**config.mk**
```make
export PLATFORM = sky130hd
export DESIGN_NAME = pe_vinsn_queue
export DESIGN_NICKNAME = d
export VERILOG_FILES = /design/src/rtl/ara_pkg.sv /design/src/rtl/pe_vinsn_queue.sv
export SDC_FILE = /design/constraint.sdc
export NUM_CORES = 1
export LEC_CHECK = 0
export CORE_UTILIZATION = 40
export DETAILED_ROUTE_END_ITERATION = 10
export PLACE_DENSITY = 0.74
export SLEW_MARGIN = 40
export SYNTH_ARGS = -nofsm -noshare
export SYNTH_HDL_FRONTEND = slang
export SYNTH_SLANG_ARGS = --single-unit
export TNS_END_PERCENT = 50
```
**constraint.sdc**
```tcl
create_clock -name clk_i -period 10.41 [get_ports clk_i]
set_clock_uncertainty 0.2 [all_clocks]
set_input_delay 2.6025 -clock clk_i [delete_from_list [all_inputs] [get_ports clk_i]]
set_output_delay 2.6025 -clock clk_i [all_outputs]
set_load 0.005 [all_outputs]
```
**src/rtl/ara_pkg.sv**
```systemverilog
// Shared sequencer/PE types: instruction IDs, VFU selector, request and response records.
package ara_pkg;

  localparam int unsigned NrVInsn = 8;

  typedef logic [$clog2(NrVInsn)-1:0] vid_t;

  typedef enum logic [2:0] {
    VFU_None,
    VFU_Alu,
    VFU_MFpu,
    VFU_SlideUnit,
    VFU_MaskUnit,
    VFU_LoadUnit,
    VFU_StoreUnit
  } vfu_e;

  localparam int unsigned NrVFUs = 7;

  typedef enum logic [2:0] {
    VADD,
    VSUB,
    VMUL,
    VLE,
    VSE,
    VSLIDEUP
  } ara_op_e;

  typedef struct packed {
    vid_t               id;
    ara_op_e            op;
    vfu_e               vfu;
    logic [4:0]         vs1;
    logic [4:0]         vs2;
    logic [4:0]         vd;
    logic               vm;
    logic [15:0]        vl;
    logic [NrVInsn-1:0] hazard_vs1;
    logic [NrVInsn-1:0] hazard_vs2;
    logic [NrVInsn-1:0] hazard_vd;
    logic [NrVInsn-1:0] hazard_vm;
  } pe_req_t;

  typedef struct packed {
    logic [NrVInsn-1:0] vinsn_done;
    logic               exception;
  } pe_resp_t;

endpackage

```
**src/rtl/pe_vinsn_queue.sv**
```systemverilog
// Per-PE instruction queue: captures each broadcast request once, holds it in a
// circular buffer, exposes the oldest entry with live hazard masking, and reports
// completion to the sequencer with a one-cycle registered done pulse.
module pe_vinsn_queue
  import ara_pkg::*;
#(
  parameter int unsigned       NrLanes         = 1,
  parameter int unsigned       VInsnQueueDepth = 4,
  parameter logic [NrVFUs-1:0] AcceptVfuMask   = '1
) (
  input  logic               clk_i,
  input  logic               rst_ni,
  input  pe_req_t            pe_req_i,
  input  logic               pe_req_valid_i,
  output logic               pe_req_ready_o,
  input  logic [NrVInsn-1:0] vinsn_running_i,
  output pe_req_t            head_o,
  output logic               head_valid_o,
  output logic               head_hazard_free_o,
  input  logic               exec_done_i,
  output pe_resp_t           pe_resp_o
);

  localparam int unsigned PtrW = $clog2(VInsnQueueDepth);
  localparam int unsigned CntW = PtrW + 1;
  localparam logic [CntW-1:0] Full = CntW'(VInsnQueueDepth);

  typedef logic [PtrW-1:0] ptr_t;

  // Elaboration-time parameter sanity checks
  if (NrLanes == 0) begin : g_chk_lanes
    $error("NrLanes must be at least 1");
  end
  if ((VInsnQueueDepth < 2) || ((VInsnQueueDepth & (VInsnQueueDepth - 1)) != 0)) begin : g_chk_depth
    $error("VInsnQueueDepth must be a power of two and at least 2");
  end

  pe_req_t            mem_q [VInsnQueueDepth];
  ptr_t               rd_ptr_q, wr_ptr_q;
  logic [CntW-1:0]    cnt_q;
  logic               seen_q;
  vid_t               seen_id_q;
  logic [NrVInsn-1:0] done_q, done_d;

  logic is_new, vfu_accepted, push, pop;

  // Oldest entry with hazards filtered by what is still running
  always_comb begin
    head_o             = mem_q[rd_ptr_q];
    head_o.hazard_vs1  = mem_q[rd_ptr_q].hazard_vs1 & vinsn_running_i;
    head_o.hazard_vs2  = mem_q[rd_ptr_q].hazard_vs2 & vinsn_running_i;
    head_o.hazard_vd   = mem_q[rd_ptr_q].hazard_vd  & vinsn_running_i;
    head_o.hazard_vm   = mem_q[rd_ptr_q].hazard_vm  & vinsn_running_i;
    head_valid_o       = (cnt_q != '0);
    head_hazard_free_o = head_valid_o &&
                         ~|(head_o.hazard_vs1 | head_o.hazard_vs2 |
                            head_o.hazard_vd  | head_o.hazard_vm);
  end

  // Handshake decode: a held request counts as new only until its ID is recorded
  always_comb begin
    pe_req_ready_o = (cnt_q < Full);
    is_new         = pe_req_valid_i && (!seen_q || (pe_req_i.id != seen_id_q));
    vfu_accepted   = AcceptVfuMask[pe_req_i.vfu];
    push           = is_new && pe_req_ready_o && vfu_accepted;
    pop            = exec_done_i && head_valid_o;
  end

  // One-hot done vector for the entry leaving the queue
  always_comb begin
    done_d = '0;
    if (pop) begin
      done_d[mem_q[rd_ptr_q].id] = 1'b1;
    end
  end

  // Response record: only the done field is ever driven
  always_comb begin
    pe_resp_o            = '0;
    pe_resp_o.vinsn_done = done_q;
  end

  // Filtered-out requests are still marked seen so they are not re-evaluated
  // every cycle; a full queue leaves the record untouched so the request retries.
  always_ff @(posedge clk_i or negedge rst_ni) begin
    if (!rst_ni) begin
      seen_q    <= 1'b0;
      seen_id_q <= '0;
    end else if (!pe_req_valid_i) begin
      seen_q    <= 1'b0;
    end else if (is_new && pe_req_ready_o) begin
      seen_q    <= 1'b1;
      seen_id_q <= pe_req_i.id;
    end
  end

  // Pointer and occupancy bookkeeping; pointers wrap naturally at the depth
  always_ff @(posedge clk_i or negedge rst_ni) begin
    if (!rst_ni) begin
      rd_ptr_q <= '0;
      wr_ptr_q <= '0;
      cnt_q    <= '0;
    end else begin
      if (push) begin
        wr_ptr_q <= wr_ptr_q + ptr_t'(1);
      end
      if (pop) begin
        rd_ptr_q <= rd_ptr_q + ptr_t'(1);
      end
      case ({push, pop})
        2'b10:   cnt_q <= cnt_q + CntW'(1);
        2'b01:   cnt_q <= cnt_q - CntW'(1);
        default: cnt_q <= cnt_q;
      endcase
    end
  end

  // Entry storage, written at the tail, never reset
  always_ff @(posedge clk_i) begin
    if (push) begin
      mem_q[wr_ptr_q] <= pe_req_i;
    end
  end

  // Registered completion pulse, lasts exactly one cycle per pop
  always_ff @(posedge clk_i or negedge rst_ni) begin
    if (!rst_ni) begin
      done_q <= '0;
    end else begin
      done_q <= done_d;
    end
  end

endmodule

```
### Word-level counts from Yosys, hierarchy flattened

Memory sizes are Yosys's and may differ from the RTL's.
Index checks and enable logic that the tools add are counted.
W data, S select, Z words.

* memories kept: 2
* ROM bits: 8
* output and inout bits: 85
* bits in writable memories: 292
* word-level logic and storage cells: 49
* flip-flop bits (word level): 19

* muxes and demuxes: 9
* add/sub/neg operators: 4
* bitwise operators: 7
* reduce and logical (&&, ||, !) cells: 13
* $lt $le $gt $ge: 4
* eq/ne operators: 4

Memory list
* mem_q: words 4, bits a word 73, rd ports 1, clocked after Yosys merged registers in 0, wr ports 1, RTL line pe_vinsn_queue.sv:38 `pe_req_t mem_q [VInsnQueueDepth];`
* (no name shown): words 8, bits a word 1, rd ports 1, clocked after Yosys merged registers in 0, wr ports 0, RTL line pe_vinsn_queue.sv:64 `vfu_accepted = AcceptVfuMask[pe_req_i.vfu];`

Operator list (count)
* $and A8 B8 Y8: 4
* $or A8 B8 Y8: 3
* $lt A3 B4 Y1 const B: 2
* $mux W8: 1
* $reduce_or A8 Y1: 1
* $logic_and A1 B1 Y1: 6
* $mux W1: 6
* $pmux W3 S2: 1
* $add A2 B1 Y2 const B: 2
* $add A3 B1 Y3 const B: 1
* $demux W1 S3: 1
* $ge A3 B1 Y1 const B: 1
* $lt A3 B3 Y1 const B: 1
* $ne A3 B3 Y1: 1
* $reduce_bool A3 Y1: 1
* $sub A3 B1 Y3 const B: 1
* $eq A2 B1 Y1 const B: 1
* $eq A2 B2 Y1 const B: 1
* $logic_not A1 Y1: 2
* $ne A2 B1 Y1 const B: 1
* $reduce_and A2 Y1: 1
* $reduce_bool A2 Y1: 1
* $logic_or A1 B1 Y1: 1

### Depth between registers and ports, before layout

Gate-level depths: netlist (run 1).
An unclocked memory read counts as a cell.

* depth in word-level cells: 8
* mapped depth: 11
* mapped depth without buffers: 10

### Worst setup path before layout (run 1)

No wires, ideal clock.

* path kind: input port to output port
* start: in vinsn_running_i[4]
* end: out head_hazard_free_o
* required time: 7.608 ns
* stages on the path: 4
* path slack: 3.594 ns
* arrival time: 4.014 ns
* cell sequence: and2_1 or4_1 or4_1 nor4_2

* longest elaborated chain between the ends: 7
* elaborated cells between the ends (all ways): 10

Ends and longest elaborated chain
* start: declaration: RTL line pe_vinsn_queue.sv:16 `input logic [NrVInsn-1:0] vinsn_running_i,`
* $and A8 B8 Y8, on equally long branches: RTL line pe_vinsn_queue.sv:50, pe_vinsn_queue.sv:51
* $or A8 B8 Y8 (2 in series): RTL line pe_vinsn_queue.sv:56 `~|(head_o.hazard_vs1 | head_o.hazard_vs2 |`
* $or A8 B8 Y8 *: RTL line pe_vinsn_queue.sv:57 `head_o.hazard_vd | head_o.hazard_vm);`
* $reduce_or A8 Y1 *: RTL line pe_vinsn_queue.sv:56
* $logic_not A1 Y1 *: RTL line pe_vinsn_queue.sv:56
* $logic_and A1 B1 Y1 *: RTL line pe_vinsn_queue.sv:55 `head_hazard_free_o = head_valid_o &&`
* end: declaration: RTL line pe_vinsn_queue.sv:19 `output logic head_hazard_free_o,`

Every way passes the cells marked *; elsewhere a longest branch is shown, timed or not.

### Final worst setup path (run 1)

* start: in vinsn_running_i[3]
* end: out head_hazard_free_o

The elaborated chain is that of the path after synthesis.

==> flow_summary.rst, run 1 <==
.. list-table::
   :header-rows: 1

   * - Metric
     - Value
   * - CTS tree
     - yes
   * - Slew Viols, Final
     - 0
   * - Total design power
     - 4.01 mW
   * - CP Capture Type
     - primary output
   * - Number of standard-cell rows in the floorplan
     - 62
   * - Dpl hpwl
     - around 14 mm
   * - Sw frac
     - 0.258
   * - Horizontal die dimension
     - around 170 um
   * - Iter 0 DRT Violations
     - between 300 and 400
   * - Worst Slack Setup Final
     - around 2.5 ns
   * - Overall routing resource usage
     - 0.158
   * - Count of antenna-violating nets left after detailed routing
     - 0
   * - Start of the worst register-to-register path
     - seen_id_q[1]$_DFFE_PN0P_
   * - Number of diodes
     - 0
   * - Synthesis-to-layout area growth
     - 28.4%
   * - Largest net degree at the start of global routing
     - 56
   * - Leakage power
     - about 5.0 nW
   * - Starting density of the core
     - 0.408
   * - Area of the placeable core
     - 0.0287 sq mm
   * - Min cycle time layout
     - 7.91 ns
   * - Number of distinct library cells after synthesis
     - 32
   * - WL final
     - roughly 23 mm
   * - Count of input and output buffers
     - about 170
   * - Final count of negative-setup-slack endpoints
     - 0
   * - Portion of total power attributed to sequential cells
     - 0.413
   * - Grt total ovfl
     - 0
   * - Setup slack at placement
     - 2.51 ns
   * - Number of hold violations in the final report
     - 0
   * - CTS HTree Levels
     - 2
   * - Detailed-route DRC error count
     - 0
   * - Worst hold stages
     - 1
   * - Syn avg cell area
     - 22.9 sq um
   * - Clk_lat worst skew
     - around 0.5 ns
   * - Worst Tran Pin Value
     - 0.717 ns
   * - Top-level port count
     - 170
   * - Portion of total power attributed to combinational logic
     - 0.281
   * - Classification of the worst-slack hold path
     - reg -> reg
   * - TritonCTS Buffers
     - 34
   * - TritonCTS Sinks
     - between 300 and 400
   * - Endpoint of the worst-slack reg-to-reg timing path
     - mem_q[0][38]$_DFFE_PP_
   * - Number of nets in the finished design
     - 794
   * - Post-Synthesis Cell Area
     - between 0.01 and 0.015 sq mm
   * - Net switching power
     - 1.04 mW
   * - Sequential area share after synthesis
     - 0.790
   * - Setup Total Neg Slack
     - 0 ns
   * - Type of the worst setup path
     - in -> out
   * - CP startpoint kind
     - input port
   * - Setup fix buffers added after clock tree synthesis
     - 0
   * - Fill count
     - between 2000 and 2500
   * - Post-synthesis instance total
     - about 510
   * - Pwr/cell area
     - around 270 mW/mm^2
   * - Cell internal pwr
     - a little under 3 mW
   * - CTS root buf
     - clkbuf_16
   * - Crit path required time
     - around 7.6 ns
   * - Fraction of final layout cells sized beyond drive strength 1
     - 0.185
   * - Overall die area
     - between 0.02 and 0.03 sq mm
   * - Leading post-synthesis cells by cell area
     - edfxtp_1 75%, mux4_2 12%, dfrtp_1 4.1%
   * - Final weighted congestion in routability-driven placement
     - ~0.79
   * - Number of warnings reported in the yosys synthesis log
     - 0
   * - Worst Path Max Fanout
     - 5
   * - Post-route fraction of the period consumed by the critical path
     - 0.759
   * - Reg-to-reg slack, setup
     - about 7.5 ns
   * - Number of max-cap violations
     - 0
   * - Synth area leader
     - edfxtp_1
   * - Clock input transition at the sequential cells of the worst setup and hold paths
     - approximately 0.06 ns
   * - DIE HEIGHT
     - between 150 and 200 um
   * - Total nets after synthesis
     - approximately 600
   * - Total of flip-flops plus latches after synthesis
     - between 300 and 400
   * - Achievable frequency
     - ~0.13 GHz
   * - Via total after detailed routing
     - about 5600
   * - Length of the first detailed-routing pass in iterations
     - 6
   * - Setup repair after global routing missed its margin
     - false
   * - Detailed-route vias per instance
     - between 5 and 6
   * - First-pass GRT wire length
     - ~36 mm
   * - Via count of the first global-routing pass
     - 6059
   * - Data arrival time of the worst path
     - 5.10 ns
   * - # resized after CTS
     - 0
   * - Area fraction of the dominant cell type after synthesis
     - 0.749
   * - Clk pwr share
     - 0.307
   * - Routed wire per std cell
     - between 20 and 25 um
   * - VDD IR max
     - roughly 0.18 mV
   * - Clk buf depth
     - 3
   * - Cts-stage hold buffer count
     - 0
   * - Hold path start
     - cnt_q[0]$_DFFE_PN0P_
   * - Number of cell instances on the worst register-to-register path
     - 5
   * - Status
     - completed
   * - Antenna violations before repair
     - 2
   * - Relative max-transition margin
     - 0.522
   * - Worst hold endpoint
     - cnt_q[0]$_DFFE_PN0P_
power groups by stage:
stage               sequential, mW  clock, mW  combinational, mW
CTS                           1.66       1.26               1.16
global route                  1.68       1.31               1.22
finish                        1.66       1.23               1.13
global placement              1.71          0               1.11
floorplan                     1.64          0              0.646
detailed placement            1.69          0               1.15
flip-flops by register name (all words and copies together) (netlist names):
signal	cells
wr_ptr_q	2
rd_ptr_q	2
mem_q	292
cnt_q	3
seen_q	1
seen_id_q	3
done_q	8
synthesized netlist by cell type, drive strengths merged:
| cell | count |
|---|---|
| and2 | 34 |
| and3 | 1 |
| buf | 12 |
| clkbuf | 7 |
| conb | 1 |
| dfrtp | 19 |
| edfxtp | 292 |
| fa | 1 |
| ha | 5 |
| inv | 8 |
| mux2 | 3 |
| mux2i | 5 |
| mux4 | 71 |
| nand2 | 8 |
| nand2b | 4 |
| nand3 | 3 |
| nand4 | 1 |
| nor2 | 9 |
| nor4 | 3 |
| o21a | 1 |
| o21ai | 6 |
| o22ai | 2 |
| o31ai | 1 |
| or2 | 2 |
| or4 | 3 |
| xnor2 | 7 |
| xor2 | 2 |
critical path, stage by stage:
cell             delay (ns)
clkdlybuf4s50_1        0.50
and2_1                 0.21
or4_1                  0.50
or4_1                  0.49
nor4_2                 0.27
clkdlybuf4s50_1        0.54
through the flow:
step	util	std cells	hold slack, ns	instance area [sq um]
floorplan	-	511	0.246	11700
CTS	0.523	1110	0.287	15000
global placement	0.482	1050	0.264	13800
detailed placement	0.482	1051	0.275	13800
finish	0.523	1110	0.283	15000
global route	0.523	1110	0.316	15000
final cells by class:
cell class | count | area [sq um] | share of cell area
multi-input combinational | 173 | 2340 | 0.156
tap | 384 | 480 | 0.0320
clock inverter | 14 | 180 | 0.0120
timing repair buffer | 175 | 1750 | 0.116
sequential | 311 | 9250 | 0.616
inverter | 8 | 30.0 | 0.00200
clock buffer | 45 | 986 | 0.0657
routing by layer:
layer,GRT usage,vias to the layer above,routed length [um]
met5,0,-,26
li1,-,2497,-
met4,0.0487,4,499
met2,0.260,166,11000
met1,0.207,2850,9950
met3,0.0405,45,1410
placed cells by master, fill, tap and decap left out, types with 3 or more instances in the layout:
cell / n
xnor2_1: 7
clkbuf_1: 5
clkinv_1: 3
o21ai_0: 6
clkbuf_16: 37
mux4_2: 62
inv_1: 8
or4_1: 3
mux2i_1: 5
and2_1: 29
nand2_1: 8
mux4_1: 9
edfxtp_1: 292
nor2_1: 9
bufinv_16: 4
buf_4: 4
nand2b_1: 4
clkbuf_8: 3
clkdlybuf4s50_1: 167
and2_4: 5
clkinv_2: 3
nand3_1: 3
mux2_2: 3
ha_1: 5
dfrtp_1: 17
cells by family after synthesis:
family,share of synthesized area
simple gates,0.0335
xor+xnor,0.00674
fa+ha+maj,0.00706
buf+inv,0.0107
flops,0.790
other cells,0.000321
compound gates,0.00492
mux,0.147
worst max-delay path by stage:
stage	cells after the start	startpoint	to
after floorplan	4	vinsn_running_i[4]	head_hazard_free_o
after global placement	6	vinsn_running_i[4]	head_hazard_free_o
after detailed placement	6	vinsn_running_i[3]	head_hazard_free_o
after CTS	6	vinsn_running_i[3]	head_hazard_free_o
after global routing	6	vinsn_running_i[3]	head_hazard_free_o
final	6	vinsn_running_i[3]	head_hazard_free_o
(Power assumes the default switching activity.)
==> inputs of run 2 (changes only) <==
==> constraint.sdc (replaced) <==
create_clock -name clk_i -period 8.2 [get_ports clk_i]
set_clock_uncertainty 0.2 [all_clocks]
set_input_delay 2.05 -clock clk_i [delete_from_list [all_inputs] [get_ports clk_i]]
set_output_delay 2.05 -clock clk_i [all_outputs]
set_load 0.005 [all_outputs]
==> run 2 against run 1 <==
Sequential power up 28%; critical path depth unchanged; clock power up 20%; worst setup slack worse by 1.1 ns; largest cell class unchanged; largest power group unchanged; highest routed layer unchanged.
==> flow_summary.rst, run 2 (synthesized netlist as in run 1, its figures left out) <==
.. list-table::
   :header-rows: 1

   * - Metric
     - Value
   * - CTS tree
     - yes
   * - Clk buf depth
     - 3 (unchanged)
   * - Min cycle time layout
     - between 6 and 7 ns
   * - Data arrival time of the worst path
     - 4.59 ns (-0.51 ns)
   * - Clk_lat worst skew
     - 0.51 ns (about the same)
   * - Reg-to-reg slack, setup
     - 5.32 ns (-2.21 ns)
   * - Crit path depth
     - 6 (unchanged)
   * - Dpl hpwl
     - 13.6 mm (-3.1%)
   * - TritonCTS Buffers
     - 34 (unchanged)
   * - Status
     - completed
   * - Critical Path End
     - head_hazard_free_o
   * - Setup Total Neg Slack
     - 0 ns (unchanged)
   * - Leading cell type in the layout, fill and taps excluded
     - edfxtp_1
   * - Most frequent cells in the layout
     - 292 x edfxtp_1, 167 x clkdlybuf4s50_1, 62 x mux4_2
   * - VDD IR max
     - 0.204 mV (+13%)
   * - Top-level port count
     - 170 (unchanged)
   * - Highest metal layer with signal wires
     - met5
   * - Leakage power
     - 4.91 nW (-1.2%)
   * - Multi-input combinational cell area
     - 0.00234 sq mm (unchanged)
   * - Area of the placeable core
     - 0.0287 sq mm (unchanged)
   * - Slew Viols, Final
     - 0 (unchanged)
   * - Number of hold violations in the final report
     - 0 (unchanged)
   * - Final count of negative-setup-slack endpoints
     - 0 (unchanged)
   * - Met2 wirelength from detailed routing
     - 10.8 mm (-1.9%)
   * - CP startpoint
     - vinsn_running_i[3]
   * - Synthesis-to-layout area growth
     - 27.4%
   * - Largest registers ranked by flip-flop count
     - mem_q x292, done_q x8
   * - Number of placed instances, taps included
     - 1050 (-0.095%)
   * - Slowest stage cell, crit path
     - clkdlybuf4s50_1
   * - Achievable frequency
     - between 0.1 and 0.15 GHz
   * - Overall die area
     - 0.0299 sq mm (unchanged)
   * - Number of standard-cell rows in the floorplan
     - 62 (unchanged)
   * - Top delay family on crit path
     - simple AND/OR/NAND/NOR gates
   * - Cts-stage hold buffer count
     - 0 (unchanged)
   * - CTS HTree Levels
     - 2 (unchanged)
   * - Count of input and output buffers
     - 168 (unchanged)
   * - Post-route non-filler standard cell count
     - 1111 (+0.090%)
   * - Detailed-route DRC error count
     - 0 (unchanged)
   * - DIE HEIGHT
     - 173 um (unchanged)
   * - # resized after CTS
     - 0 (unchanged)
   * - Antenna violations before repair
     - 3 (+1)
   * - Endpoint of the worst-slack reg-to-reg timing path
     - mem_q[0][44]$_DFFE_PP_
   * - Largest net degree at the start of global routing
     - 53 (-5.4%)
   * - Type of the worst setup path
     - in -> out
   * - Starting density of the core
     - 0.408 (unchanged)
   * - Flip-flop count of the largest register after layout
     - 292 (unchanged)
   * - Clock input transition at the sequential cells of the worst setup and hold paths
     - 0.06 ns (about the same)
   * - CP Capture Type
     - primary output
   * - Post-route fraction of the period consumed by the critical path
     - 0.834
   * - Via total after detailed routing
     - 5554 (-0.14%)
   * - Sum of met3 wire segment lengths after detailed routing
     - 1.42 mm (+0.57%)
   * - Critical path, cell by cell
     - clkdlybuf4s50_1 -> and2_1 -> or4_1 -> or4_1 -> nor4_2 -> clkdlybuf4s50_1
   * - Classification of the worst-slack hold path
     - reg -> reg
   * - First-pass GRT wire length
     - 35.0 mm (-1.9%)
   * - Fill count
     - 2245 (-0.27%)
   * - Maximum single-stage delay on the critical path
     - 0.53 ns (about the same)
   * - Area of all sequential standard cells
     - 0.00925 sq mm (unchanged)
   * - TritonCTS Sinks
     - 311 (unchanged)
   * - Most flops, register
     - mem_q
   * - Routed metal-1 wire length
     - 9.62 mm (-3.3%)
   * - Count of antenna-violating nets left after detailed routing
     - 0 (unchanged)
   * - Fraction of final layout cells sized beyond drive strength 1
     - 0.179 (-0.00551)
   * - Crit path required time
     - 5.95 ns (-1.66 ns)
   * - CTS root buf
     - clkbuf_16
   * - Number of max-cap violations
     - 0 (unchanged)
   * - Horizontal die dimension
     - 173 um (unchanged)
   * - Detailed-route vias per instance
     - 5.00 (-0.23%)
   * - Grt total ovfl
     - 0 (unchanged)
   * - Via count of the first global-routing pass
     - 6005 (-0.89%)
   * - WL final
     - 22.4 mm (-2.3%)
   * - Setup fix buffers added after clock tree synthesis
     - 0 (unchanged)
   * - Routed wire per std cell
     - 20.1 um (-2.4%)
   * - Length of the first detailed-routing pass in iterations
     - 4 (-2)
   * - Worst Path Max Fanout
     - 5 (unchanged)
   * - Iter 0 DRT Violations
     - 456 (+35%)
   * - Setup repair after global routing missed its margin
     - false
   * - CP startpoint kind
     - input port
   * - Worst hold stages
     - 1 (unchanged)
   * - Pwr/cell area
     - 333 mW/mm^2 (+25%)
   * - Worst Tran Pin Value
     - 0.807 ns (+0.0900 ns)
   * - Number of cell instances on the worst register-to-register path
     - 5 (unchanged)
   * - Relative max-transition margin
     - 0.462 (-0.0600)
   * - Start of the worst register-to-register path
     - seen_id_q[1]$_DFFE_PN0P_
   * - Overall routing resource usage
     - 0.154 (-0.00351)
   * - Final weighted congestion in routability-driven placement
     - 0.804 (+1.2%)
   * - Worst path buffer plus inverter count
     - 2 (unchanged)
   * - Number of nets in the finished design
     - 793 (-0.13%)
run 2: cell count changes in the layout (fill, tap and decap cells not counted), sizes merged:
| cell | change |
|---|---|
| clkbuf | -5 |
| clkinv | +5 |
| buf | -1 |
| bufinv | -1 |
| clkinvlp | +1 |
| diode | +1 |
| inv | +1 |
run 2: area by class of cell:
class	count	share of cell area
clock buffers	40	0.0593
flip-flops and latches	311	0.621
multi-input cells	173	0.157
clock inverters	20	0.0130
inverters	8	0.00201
repair buffers	174	0.116
diodes	1	0.000168
well taps	384	0.0322
run 2: routing by layer:
layer  vias up  track usage
met5         -            0
met4         4       0.0468
met3        47       0.0400
met2       175        0.256
met1      2829        0.201
li1       2499            -
run 2: how the worst min path moves through the flow:
stage                              start  slack [ns]                    to
global route        cnt_q[0]$_DFFE_PN0P_        0.29  cnt_q[0]$_DFFE_PN0P_
finish              cnt_q[0]$_DFFE_PN0P_        0.27  cnt_q[0]$_DFFE_PN0P_
detailed placement  cnt_q[0]$_DFFE_PN0P_        0.26  cnt_q[0]$_DFFE_PN0P_
CTS                 cnt_q[0]$_DFFE_PN0P_        0.28  cnt_q[0]$_DFFE_PN0P_
floorplan           cnt_q[0]$_DFFE_PN0P_        0.25  cnt_q[0]$_DFFE_PN0P_
global placement    cnt_q[0]$_DFFE_PN0P_        0.26  cnt_q[0]$_DFFE_PN0P_
run 2: where the power goes:
part | switching (mW) | internal (mW) | leakage, nW
clock | 0.598 | 0.869 | 0.521
sequential | 0.126 | 2.00 | 2.89
combinational | 0.580 | 0.800 | 1.50
run 2: stage by stage:
step | cell area [sq um] | utilization | setup slack [ns] | hold WS, ns | power [mW]
floorplan | 11700 | - | 2.49 | 0.246 | 2.90
global placement | 13800 | 0.482 | 1.37 | 0.262 | 3.56
detailed placement | 13800 | 0.482 | 1.35 | 0.264 | 3.57
CTS | 14900 | 0.519 | 1.34 | 0.276 | 5.06
global route | 14900 | 0.519 | 1.25 | 0.289 | 5.21
finish | 14900 | 0.519 | 1.36 | 0.274 | 4.97
